$ cat config.mk
export PLATFORM = sky130hd
export DESIGN_NAME = dds_chirp_rx
export DESIGN_NICKNAME = d
export VERILOG_FILES = /design/src/rtl/dds_pkg.sv /design/src/rtl/sync_bit.sv /design/src/rtl/dds_chirp_rx.sv
export SDC_FILE = /design/constraint.sdc
export NUM_CORES = 1
export LEC_CHECK = 0
export CORE_MARGIN = 5
export CORE_UTILIZATION = 30
export CTS_CLUSTER_DIAMETER = 30
export DETAILED_ROUTE_END_ITERATION = 12
export PLACE_DENSITY = 0.48
export SYNTH_ARGS = -nofsm -noshare
export SYNTH_HDL_FRONTEND = slang
export SYNTH_SLANG_ARGS = --single-unit
export TNS_END_PERCENT = 100
$ cat constraint.sdc
create_clock -name CLK -period 3.2 [get_ports CLK]
set_input_delay 0.8 -clock CLK [delete_from_list [all_inputs] [get_ports CLK]]
set_output_delay 0.8 -clock CLK [all_outputs]
set_load 0.005 [all_outputs]
$ cat src/rtl/dds_pkg.sv
// rtl/dds_pkg.sv - shared DDS parameter-link types for sender and receiver
package dds_pkg;

  localparam int FREQ_W = 48;
  localparam int RATE_W = 32;

  typedef struct packed {
    logic [FREQ_W-1:0] freq;
    logic [FREQ_W-1:0] delta_freq;
    logic [RATE_W-1:0] delta_rate;
  } dds_param_t;

  typedef enum logic {
    H_IDLE = 1'b0,
    H_ACK  = 1'b1
  } hs_state_t;

endpackage

$ cat src/rtl/sync_bit.sv
// rtl/sync_bit.sv - multi-flop synchroniser for one asynchronous level
module sync_bit #(
  parameter int SYNC_STAGES = 2
) (
  input  logic CLK,
  input  logic RESETn,
  input  logic d,
  output logic q
);

  logic [SYNC_STAGES-1:0] chain;

  always_ff @(posedge CLK or negedge RESETn) begin
    if (!RESETn) begin
      chain <= '0;
    end else begin
      chain <= {chain[SYNC_STAGES-2:0], d};
    end
  end

  assign q = chain[SYNC_STAGES-1];

endmodule

$ cat src/rtl/dds_chirp_rx.sv
// rtl/dds_chirp_rx.sv - DDS-domain REQ/ACK parameter receiver and linear-FM chirp engine
module dds_chirp_rx #(
  parameter int SYNC_STAGES = 2,
  parameter int FREQ_W      = dds_pkg::FREQ_W,
  parameter int RATE_W      = dds_pkg::RATE_W,
  parameter int PHASE_OUT_W = 16
) (
  input  logic                   CLK,
  input  logic                   RESETn,
  input  logic                   REQ,
  output logic                   ACK,
  input  logic [FREQ_W-1:0]      DDS_freq,
  input  logic [FREQ_W-1:0]      DDS_delta_freq,
  input  logic [RATE_W-1:0]      DDS_delta_rate,
  input  logic                   DDS_START,
  output logic                   RUN,
  output logic [FREQ_W-1:0]      FREQ_WORD,
  output logic [PHASE_OUT_W-1:0] PHASE_OUT,
  output logic                   PARAM_NEW
);

  import dds_pkg::*;

  logic              req_s;
  logic              start_s;
  logic              start_d;
  logic              start_rise;
  hs_state_t         state;
  dds_param_t        shadow;
  dds_param_t        active;
  logic [FREQ_W-1:0] phase;
  logic [RATE_W-1:0] rate_cnt;
  logic              run_q;

  sync_bit #(.SYNC_STAGES(SYNC_STAGES)) u_sync_req (
    .CLK    (CLK),
    .RESETn (RESETn),
    .d      (REQ),
    .q      (req_s)
  );

  sync_bit #(.SYNC_STAGES(SYNC_STAGES)) u_sync_start (
    .CLK    (CLK),
    .RESETn (RESETn),
    .d      (DDS_START),
    .q      (start_s)
  );

  assign start_rise = start_s & ~start_d;

  // The bus is only trusted once req_s is high, so it is sampled on the IDLE->ACK edge alone.
  always_ff @(posedge CLK or negedge RESETn) begin
    if (!RESETn) begin
      state     <= H_IDLE;
      ACK       <= 1'b0;
      PARAM_NEW <= 1'b0;
      shadow    <= '0;
    end else begin
      PARAM_NEW <= 1'b0;
      ACK       <= (state == H_ACK);
      case (state)
        H_IDLE: begin
          if (req_s) begin
            shadow.freq       <= DDS_freq;
            shadow.delta_freq <= DDS_delta_freq;
            shadow.delta_rate <= DDS_delta_rate;
            PARAM_NEW         <= 1'b1;
            state             <= H_ACK;
          end
        end
        H_ACK: begin
          if (!req_s) begin
            state <= H_IDLE;
          end
        end
        default: state <= H_IDLE;
      endcase
    end
  end

  // A start edge loads the shadow set seen before this edge, so a same-cycle capture waits for the next start.
  always_ff @(posedge CLK or negedge RESETn) begin
    if (!RESETn) begin
      start_d  <= 1'b0;
      run_q    <= 1'b0;
      active   <= '0;
      phase    <= '0;
      rate_cnt <= '0;
    end else begin
      start_d <= start_s;
      if (start_rise) begin
        run_q    <= 1'b1;
        active   <= shadow;
        phase    <= '0;
        rate_cnt <= shadow.delta_rate;
      end else if (!start_s) begin
        run_q <= 1'b0;
        phase <= '0;
      end else if (run_q) begin
        phase <= phase + active.freq;
        if (active.delta_rate != '0) begin
          if (rate_cnt == RATE_W'(1)) begin
            active.freq <= active.freq + active.delta_freq;
            rate_cnt    <= active.delta_rate;
          end else begin
            rate_cnt <= rate_cnt - RATE_W'(1);
          end
        end
      end
    end
  end

  assign RUN       = run_q;
  assign FREQ_WORD = active.freq;
  assign PHASE_OUT = phase[FREQ_W-1 -: PHASE_OUT_W];

endmodule

**After elaboration in Yosys (flattened, before gate mapping)**

Index checks and enable logic that the tools add are counted.

- Register bits after elaboration: 345
- Latch bits: 0
- RAM bits: 0
- ROM bits: 0
- Input port bits: 132
- Output and inout bits: 67
- Logic and storage cells: 49
- Memories: 0

- Add/sub/neg operators: 3
- $mul: 0
- Div/mod/pow operators: 0
- Magnitude comparators: 0
- Equality and inequality tests: 3
- Shifts and indexed selects: 0
- Multiplexer cells: 17
- Bitwise logic cells: 3
- Reduce and logical (&&, ||, !) cells: 8

Operators with widths:

| operator | count |
|---|---|
| 48-bit 2-to-1 mux | 8 |
| 32-bit 2-to-1 mux | 5 |
| 48-bit adder | 2 |
| 32-bit by 1-bit equality test with 1-bit output (second input constant) | 1 |
| 32-bit nonzero test | 1 |
| 32-bit by 1-bit subtractor with 32-bit output (second input constant) | 1 |
| 2-bit nonzero test | 4 |
| 1-bit 2-to-1 mux | 4 |
| 4-bit AND reduction | 1 |
| 3-bit != test (second input constant) | 1 |
| 3-bit AND reduction | 1 |
| 2-bit != test (second input constant) | 1 |
| 1-bit NOT | 2 |
| 2-bit AND reduction | 1 |
| 1-bit AND | 1 |

**Logic depth before layout (Yosys ltp)**

Gate-level depths: netlist of run 1.

- Word-level depth: 6
- Depth in mapped cells: 13
- Gate-level depth less buffers: 13

**By module**

A second synthesis of run 1 with hierarchy kept.

- Cells, all modules: 2,192
- Area, all modules: 20,181.9 sq um

By module, submodules not included:

| module | times used | cells each | area each (sq um) | sequential area each (sq um) |
|---|---|---|---|---|
| dds_chirp_rx | 1 | 2,188 | 20,081.8 | 8,533.2 |
| sync_bit | 2 | 2 | 50.0 | 50.0 |

**Least setup slack after synthesis of run 1**

OpenSTA, ideal clock, no wires.

- Path kind: reg2reg
- Start: register active (netlist bit FREQ_WORD[0])
- End: register phase[44]
- Library setup time: 0.124 ns
- Data arrival time: 2.818 ns
- Required time: 3.076 ns
- Path slack: 0.258 ns
- Stages on the path, launching flop included: 12
- Path buffers: 0
- Period minus slack after synthesis: 2.942 ns
- Path through: dfrtp_1 -> ha_1 -> fa_1 -> a211oi_1 -> o21ai_1 -> o211ai_1 -> a2111oi_2 -> nor3_2 -> nor4_1 -> a21o_1 -> a221o_1 -> a211o_1

- Cells in the longest elaborated chain, start to end: 4

Ends and longest elaborated chain:

| what | line | RTL |
|---|---|---|
| start: declaration | dds_chirp_rx.sv:30 | `dds_param_t active;` |
| start signal: assignment | dds_chirp_rx.sv:93 | `active <= shadow;` |
| 48-bit adder | dds_chirp_rx.sv:100 | `phase <= phase + active.freq;` |
| 48-bit 2-to-1 mux | dds_chirp_rx.sv:99 | `end else if (run_q) begin` |
| 48-bit 2-to-1 mux | dds_chirp_rx.sv:96 | `end else if (!start_s) begin` |
| 48-bit 2-to-1 mux | dds_chirp_rx.sv:91 | `if (start_rise) begin` |
| end signal: assignment | dds_chirp_rx.sv:100 |  |
| end: declaration | dds_chirp_rx.sv:31 | `logic [FREQ_W-1:0] phase;` |

No other way between the ends. The select of a mux whose other input is x is not followed.
A chain may end at the register's enable or synchronous reset.

**Worst setup path after layout of run 1**

- Start: register active (netlist bit FREQ_WORD[22])
- End: register phase[47]

Same word-level chain as after synthesis.

==> results of run 1 <==
==> sequential cells by signal, summed over array words and instances (netlist names), 2 cells and up <==
register / flops
FREQ_WORD: 48
active: 80
phase: 48
rate_cnt: 32
shadow: 128
u_sync_req.chain: 2
u_sync_start.chain: 2
==> power by group through the flow <==
stage	registers, W	clock network (W)	logic, W
5_1_grt	0.00649	0.0110	0.0103
3_5_place_dp	0.00639	0	0.00886
2_1_floorplan	0.00592	0	0.00609
3_3_place_gp	0.00637	0	0.00883
4_1_cts	0.00636	0.0108	0.00906
6_report	0.00636	0.0105	0.00931
==> worst paths after layout <==
path	to	start	slack [ns]	cells past startpoint
worst max register to register	phase[47]	FREQ_WORD[22]	0.11	13
min in group CLK	u_sync_req.chain[1]	u_sync_req.chain[0]	0.36	0
max in group asynchronous	FREQ_WORD[1]	RESETn	2.19	2
worst min-delay path	active[54]	RESETn	0.14	1
worst min register to register	u_sync_req.chain[1]	u_sync_req.chain[0]	0.36	0
worst max-delay path	phase[47]	FREQ_WORD[22]	0.11	13
==> area by class of cell <==
cell class / count / area [um2]
Multi-Input combinational cell: 1623 / 10800
Tap cell: 864 / 1080
Fill cell: 6498 / 38600
Sequential cell: 345 / 8640
Timing Repair Buffer: 331 / 3100
Clock inverter: 52 / 806
Clock buffer: 130 / 2820
Inverter: 17 / 63.8
==> through the flow <==
stage	instances	hold slack, ns	instance area, um2
final	3362	0.138	27300
after global routing	3362	0.144	27300
after CTS	3354	0.120	27000
after detailed placement	3166	0.350	23100
after global placement	3166	0.343	23100
after floorplan	2167	0.331	20000
==> layer usage <==
metal  global-route usage, %  routed length (um)  up-vias
met4                    4.43                1250        0
met5                       0                   0        -
met3                    3.21                2930       98
met1                    24.5               30100     8156
met2                    27.8               29200      376
li1                        -                   -     8129
==> synthesized netlist by cell type, types with 34 or more instances <==
cell	number	area [um2]
dfrtp_1	345	8630
o21ai_1	62	310
buf_4	68	510
ha_1	96	1200
nor3_1	34	170
xor2_1	41	359
clkbuf_1	92	345
nor2_1	150	563
o21ai_0	54	270
xnor2_1	59	517
a21o_1	76	571
mux2_2	129	1450
nand2_1	403	1510
a21oi_1	194	971
==> repair_timing <==
action	in CTS	in global routing
buffers inserted	6	8
hold endpoints to repair	0	0
pin swaps	10	26
endpoints found under the setup margin	16	32
resized for setup	27	47
==> cells by family (layout without fill, tap and decap cells) <==
family,count (synthesis),count (layout)
compound gates,535,535
xor+xnor,100,100
fa+ha+maj,98,98
buf+inv,199,530
flops,345,345
mux,157,157
simple gates,733,733
==> worst register-to-register path, cell delays in order, from the launching register on <==
cell and delay [ns]:
dfrtp_1 0.38, buf_4 0.16, ha_1 0.30, a21o_1 0.23, a21o_1 0.20, a21o_1 0.21
a41oi_1 0.22, o211ai_1 0.13, buf_4 0.17, a211oi_4 0.24, o221ai_2 0.14, a21oi_2 0.17
mux2i_1 0.23, mux2i_1 0.22
==> impl_metrics.ini, run 1 <==
[synthesis]
synth_top_family_by_area = compound AO/OA/AOI/OAI gates
yosys_warnings = 0
syn-instance-count = 2167
ys_seq_area_share_pct = 43.2
async_reset_ff_share_pct = 100
syn_area_um2 = 20000
synth_compound_area_share_pct = 16.5
muxShareOfSynthArea_pct = 8.68
synth_top_flop_cell = dfrtp_1
synth-adder-area-share_pct = 6.21
yosysUniqueCellTypes = 75
syn_area_per_cell_um2 = 9.22
synth_simple_gate_area_share_pct = 15.9
synth_edf_count = 0
synth-seq-cells = 345
syn_nets = 2397
yosys.area_share.xor_xnor_pct = 4.39

[cts]
cts_root_buffer = clkbuf_16
clk_pin_slew_worst_paths_ns = 0.04
numCtsBuffers = 101
clock_path_buffers = 3
holdBufCountCts = 0
cts_tree = done
h-tree-depth = 3
cts_sinks = 345
insertion_delay_ns = 0.64

[power]
p_leak_nw = 12.4
p_sw_w = 0.00895
p_int_w = 0.0173
ir_drop_v = 0.000388
p_per_area_nw_per_um2 = 960
post-layout-total-power_w = 0.0262
p_sw_share_pct = 34.2
power.share.clock_pct = 40.2
combPwrFrac_pct = 35.5
p_seq_share_pct = 24.3

[global_routing]
grt_max_degree = 191
grt_util_all_layers_pct = 17.4
grt_pass1_wl_um = 98900
antenna_found_initial = 0
grt-ovfl-total = 0
grt_pass1_vias = 17241

[run_status]
outcome = finished clean

[sta]
slew_headroom_pct = 40.7
finalSetupViolations = 0
worst_slew_pin_slew_ns = 0.889
clock_skew_ns = 0.0249
setup_tns_ns = 0
slew_violations = 0
setup_slack_ns = 0.108
finalHoldViolCount = 0
fin_crit_sh_pct = 96.6
max_freq_mhz = 323
fin_crit_ns = 3.09
rsz0062_at_grt = true

[worst_setup_path]
startpoint_type = register
slowest_stage = dfrtp_1
crit_buf_inv = 2
max_stage_delay_ns = 0.38
cpMostUsedCell = a21o_1
cp.arrival_ns = 3.63
critPathMaxFanout = 4
cp_cell_sequence = buf_4 > ha_1 > a21o_1 > a21o_1 > a21o_1 > a41oi_1 > o211ai_1 > buf_4 > a211oi_4 > o221ai_2 > a21oi_2 > mux2i_1 > mux2i_1
endpoint_kind = register
cp.required_ns = 3.74
crit_type = register to register
crit_family = compound AO/OA/AOI/OAI gates

[drt]
drt_iter0_markers = 975
drc = 0
wire_per_inst_um = 18.9
antenna_left = 0
vias = 16759
drt-total-wl_um = 63500
dr.pass1.iters = 5
vias_per_cell = 4.98

[placement]
post-place-ws_ns = -0.226
dp_hpwl_um = 45700
portBuffers = 198
gp_congestion = 0.877

[final_layout]
fin_util_pct = 41.4
fin_nets = 2649
final_common_cell = nand2_1
drive_gt1_share_pct = 20.5
diodes = 0
areaGrowthSynthToFinish_pct = 36.6
final_cell_mix = 402 x nand2_1, 339 x dfrtp_1, 197 x clkdlybuf4s50_1

[floorplanning]
num_rows = 94
ios = 199
core_um2 = 65900
start_util_pct = 30.3
fp.dieArea_um2 = 71800
die_y_um = 268
die_w_um = 268

[min_path]
hold_class = primary input to async pin

[flow_run]
drv_cap = 0
Power figures use the tool's default switching activity.
==> run 2: changes to the inputs <==
--- a/config.mk
+++ b/config.mk
@@ -10,6 +10,7 @@
 export CTS_CLUSTER_DIAMETER = 30
 export DETAILED_ROUTE_END_ITERATION = 12
 export PLACE_DENSITY = 0.48
+export SKIP_CTS_REPAIR_TIMING = 1
 export SYNTH_ARGS = -nofsm -noshare
 export SYNTH_HDL_FRONTEND = slang
 export SYNTH_SLANG_ARGS = --single-unit
==> run 2 against run 1 <==
  * Total power grew 0.24%
  * Hold slack worse by 0.016 ns
  * Clock power barely moved
  * Worst setup slack got worse by 0.045 ns
  * Sequential cell count unchanged
  * Final cell count is 0.12% lower
  * Final area increased by 0.20%
  * Global-route usage about the same
  * First-iteration DRC count increased by 0.72%
  * Non-clock buffer count shrank 4
  * Clock-buffer cell count did not move
  * Critical path type unchanged
  * Largest cell class unchanged
==> impl_metrics.ini, run 2 (synthesis gave the netlist of run 1 again) <==
[run_status]
outcome = finished clean

[worst_setup_path]
critical_path_depth = 13
rr_worst_depth = 13
reg2reg_slack_ns = 0.06
crit_family = compound AO/OA/AOI/OAI gates
cp_cell_sequence = buf_6 > ha_4 > a21o_1 > a31oi_4 > o211ai_1 > o31ai_4 > buf_4 > o211ai_1 > a211oi_2 > o221ai_2 > a21oi_2 > mux2i_1 > mux2i_1
slowest_stage = dfrtp_1
max_stage_delay_ns = 0.41
crit_type = register to register
r2r_end = phase[47]
cp-startpoint = FREQ_WORD[20]
endpoint_kind = register
cp.required_ns = 3.74
cp.arrival_ns = 3.68
crit_buf_inv = 2
startpoint_type = register
critPathMaxFanout = 3
r2r_start = FREQ_WORD[20]

[min_path]
hold_class = primary input to async pin

[final_layout]
fin_nets = 2645
areaGrowthSynthToFinish_pct = 36.9
top_register = shadow
nFillCells = 6507
multi_input_area_um2 = 10900
final_common_cell = nand2_1
stdcell_count = 3358
stdcell_area_um2 = 27300
drive_gt1_share_pct = 20.8
diodes = 0
seq_area_um2 = 8640
largestRegisters = shadow (128), active (80)
fin_util_pct = 41.5
largest_reg_flops = 128
final_cell_mix = 402 x nand2_1, 339 x dfrtp_1, 197 x clkdlybuf4s50_1

[drt]
antenna_left = 0
vias = 16805
dr.pass1.iters = 5
wire_per_inst_um = 19.0
drt-total-wl_um = 63700
drt_iter0_markers = 982
drc = 0
vias_per_cell = 5.00

[sta]
finalSetupViolations = 0
hold_ws_ns = 0.122
worst_slew_pin_slew_ns = 0.888
slew_violations = 0
max_freq_mhz = 319
slew_headroom_pct = 40.8
fin_crit_ns = 3.14
rsz0062_at_grt = true
fin_crit_sh_pct = 98.0
clock_skew_ns = 0.0238
finalHoldViolCount = 0

[power]
ir_drop_v = 0.000396
p_per_area_nw_per_um2 = 961
p_leak_nw = 12.4

[cts]
h-tree-depth = 3
clk_pin_slew_worst_paths_ns = 0.04
clock_path_buffers = 3
cts_tree = done
insertion_delay_ns = 0.64
numCtsBuffers = 101
cts_root_buffer = clkbuf_16
cts_sinks = 345

[flow_run]
drv_cap = 0

[floorplanning]
die_w_um = 268
ios = 199
fp.dieArea_um2 = 71800
start_util_pct = 30.3
die_y_um = 268
core_um2 = 65900
num_rows = 94

[global_routing]
grt_pass1_vias = 17201
grt_max_degree = 191
antenna_found_initial = 0
grt_pass1_wl_um = 98600
grt-ovfl-total = 0
grt_util_all_layers_pct = 17.3

[placement]
dp_cells = 3166
gp_congestion = 0.877
portBuffers = 198
dpl_cell_area_um2 = 23100
dp_hpwl_um = 45700
run 2: power by group:
| group | internal, W | total [W] | switching [W] |
|---|---|---|---|
| clock | 0.00757 | 0.0105 | 0.00295 |
| sequential | 0.00527 | 0.00637 | 0.00109 |
| combinational | 0.00445 | 0.00938 | 0.00493 |
run 2: how the worst max path moves through the flow:
stage	to	slack [ns]
2_1_floorplan	phase[44]	0.26
3_3_place_gp	phase[47]	-0.25
3_5_place_dp	phase[47]	-0.23
4_1_cts	phase[47]	-0.26
5_1_grt	phase[47]	-0.08
6_report	phase[47]	0.06
run 2: layer usage:
metal / GRT usage [%] / vias to the layer above / share of wire, %
met5: 0 / - / 0
met4: 4.61 / 0 / 2.0
met3: 3.27 / 105 / 4.4
met2: 27.6 / 398 / 46
met1: 24.4 / 8183 / 48
li1: - / 8119 / -
run 2: cell type report:
cell class,count,area share (%)
sequential,345,31.6
inverter,17,0.233
timing repair buffer,327,11.3
tap,864,3.95
clock buffer,130,10.3
multi-input combinational,1623,39.7
clock inverter,52,2.95
run 2: through the flow:
stage	total power (W)	setup slack (ns)	TNS [ns]
after global routing	0.0278	-0.0795	-0.262
after global placement	0.0152	-0.252	-0.747
after detailed placement	0.0153	-0.226	-0.722
final	0.0263	0.0629	0
after CTS	0.0260	-0.262	-1.12
after floorplan	0.0120	0.258	0
==> run 3: changes to the inputs <==
==> constraint.sdc (replaced) <==
create_clock -name CLK -period 3.35 [get_ports CLK]
set_input_delay 0.8375 -clock CLK [delete_from_list [all_inputs] [get_ports CLK]]
set_output_delay 0.8375 -clock CLK [all_outputs]
set_load 0.005 [all_outputs]
==> run 3 against run 2 <==
  * Clock skew increased by 0.011 ns
  * Via count decreased by 1.5%
  * Clock-buffer cell count decreased by 5
  * Register-to-register slack improved by 0.03 ns
  * Routed wire length decreased by 3.1%
  * Final area decreased by 3.4%
  * Final cell count decreased by 1.6%
  * Critical endpoint unchanged
  * Hold slack improved by 0.036 ns
  * Clock power decreased by 6%
  * Non-clock buffer count decreased by 56
  * Largest cell class unchanged
  * Critical path depth decreased by 1
  * Critical path type unchanged
==> impl_metrics.ini, run 3 (synthesis gave the netlist of run 1 again) <==
[worst_setup_path]
startpoint_type = register
critPathMaxFanout = 6
cpMostUsedCell = mux2i_1
crit_type = register to register
slowest_stage = ha_1
crit_family = compound AO/OA/AOI/OAI gates
cp.arrival_ns = 3.82
critical_path_depth = 12
cp_cell_sequence = ha_1 > a21oi_2 > o21ai_0 > a21o_1 > o31ai_1 > buf_4 > o211ai_1 > a211oi_2 > o221ai_1 > a21oi_1 > mux2i_1 > mux2i_1
rr_worst_depth = 12
max_stage_delay_ns = 0.44
endpoint_kind = register
cp.required_ns = 3.91
crit_buf_inv = 1

[power]
p_sw_w = 0.00822
post-layout-total-power_w = 0.0240
power.share.clock_pct = 41.2
ir_drop_v = 0.000361
p_seq_share_pct = 25.2
p_leak_nw = 12.0
p_sw_share_pct = 34.2
p_per_area_nw_per_um2 = 910
p_int_w = 0.0158
combPwrFrac_pct = 33.6

[drt]
drt-total-wl_um = 61700
drc = 0
dr.pass1.iters = 5
vias = 16559
wire_per_inst_um = 18.7
vias_per_cell = 5.01
drt_iter0_markers = 867
antenna_left = 0

[placement]
portBuffers = 198
dp_hpwl_um = 44100
gp_congestion = 0.879

[floorplanning]
start_util_pct = 30.3
die_y_um = 268
die_w_um = 268
ios = 199
core_um2 = 65900
fp.dieArea_um2 = 71800
num_rows = 94

[sta]
fin_crit_sh_pct = 97.3
hold_ws_ns = 0.159
setup_tns_ns = 0
finalHoldViolCount = 0
rsz0062_at_grt = true
finalSetupViolations = 0
slew_violations = 0
max_freq_mhz = 307
fin_crit_ns = 3.26
slew_headroom_pct = 40.4
clock_skew_ns = 0.0349
worst_slew_pin_slew_ns = 0.894

[global_routing]
grt_util_all_layers_pct = 16.9
grt.busiest_layer = met2
antenna_found_initial = 2
met1_usage_pct = 23.2
grt_pass1_wl_um = 96300
grt_pass1_vias = 16827
grt-ovfl-total = 0
grt_max_degree = 191
grt_use_met2_pct = 26.9
gr-usage-met3_pct = 3.51

[final_layout]
areaGrowthSynthToFinish_pct = 32.2
fin_nets = 2586
final_common_cell = nand2_1
nFillCells = 6524
fin_util_pct = 40.1
drive_gt1_share_pct = 16.9
top_register = shadow
largest_reg_flops = 128
largestRegisters = shadow (128), active (80)
final_cell_mix = 403 x nand2_1, 344 x dfrtp_1, 197 x clkdlybuf4s50_1

[cts]
clock_path_buffers = 3
numCtsBuffers = 98
h-tree-depth = 3
cts_tree = done
cts_root_buffer = clkbuf_16
insertion_delay_ns = 0.64
clk_pin_slew_worst_paths_ns = 0.05
cts_sinks = 345

[flow_run]
drv_cap = 0

[run_status]
outcome = finished clean

[min_path]
hold_class = primary input to async pin
-- run 3: cell types whose count changed in the layout (fill, tap and decap cells not counted), moves of 5 or more --
cell / before / now
buf_4: 117 / 64
ha_1: 77 / 92
ha_4: 14 / 0
a21oi_1: 180 / 189
a21oi_4: 5 / 0
dfrtp_1: 339 / 344
dfrtp_2: 6 / 1
-- run 3: cell type report --
class	count	area (um2)	share of cell area [%]
Clock inverter	56	830	3.14
Timing Repair Buffer	271	2650	10.0
Tap cell	864	1080	4.09
Clock buffer	125	2710	10.3
Multi-Input combinational cell	1623	10400	39.5
Inverter	17	63.8	0.242
Sequential cell	345	8630	32.7
Antenna cell	2	5.00	0.0190
-- run 3: path summary, 6_finish.rpt --
path                                     start                  end  slack, ns
max reg2reg                      FREQ_WORD[10]            phase[47]       0.09
min                                     RESETn        FREQ_WORD[15]       0.16
min in group CLK           u_sync_req.chain[0]  u_sync_req.chain[1]       0.34
max                              FREQ_WORD[10]            phase[47]       0.09
max in group asynchronous               RESETn         rate_cnt[31]       2.34
min reg2reg                u_sync_req.chain[0]  u_sync_req.chain[1]       0.34
-- run 3: power groups by stage --
stage               registers, W  logic [W]  clock network (W)
finish                   0.00605    0.00807            0.00989
global route             0.00618    0.00896             0.0103
CTS                      0.00607    0.00802             0.0101
detailed placement       0.00612    0.00798                  0
global placement         0.00609    0.00793                  0
floorplan                0.00565    0.00581                  0
-- run 3: stage by stage --
stage	setup slack, ns	std cells	area [um2]
after global placement	0.0717	3119	22800
final	0.0895	3303	26400
after global routing	-0.0678	3302	26400
after detailed placement	0.0378	3119	22800
after floorplan	0.408	2167	20000
after CTS	0.0341	3300	26300
-- run 3: layer usage --
metal / vias to the layer above / part of all wire [%] / routed length (um)
li1: 7993 / - / -
met1: 8044 / 46 / 28600
met2: 409 / 46 / 28200
met5: - / 0 / 0
met3: 113 / 5.3 / 3300
met4: 0 / 2.6 / 1590
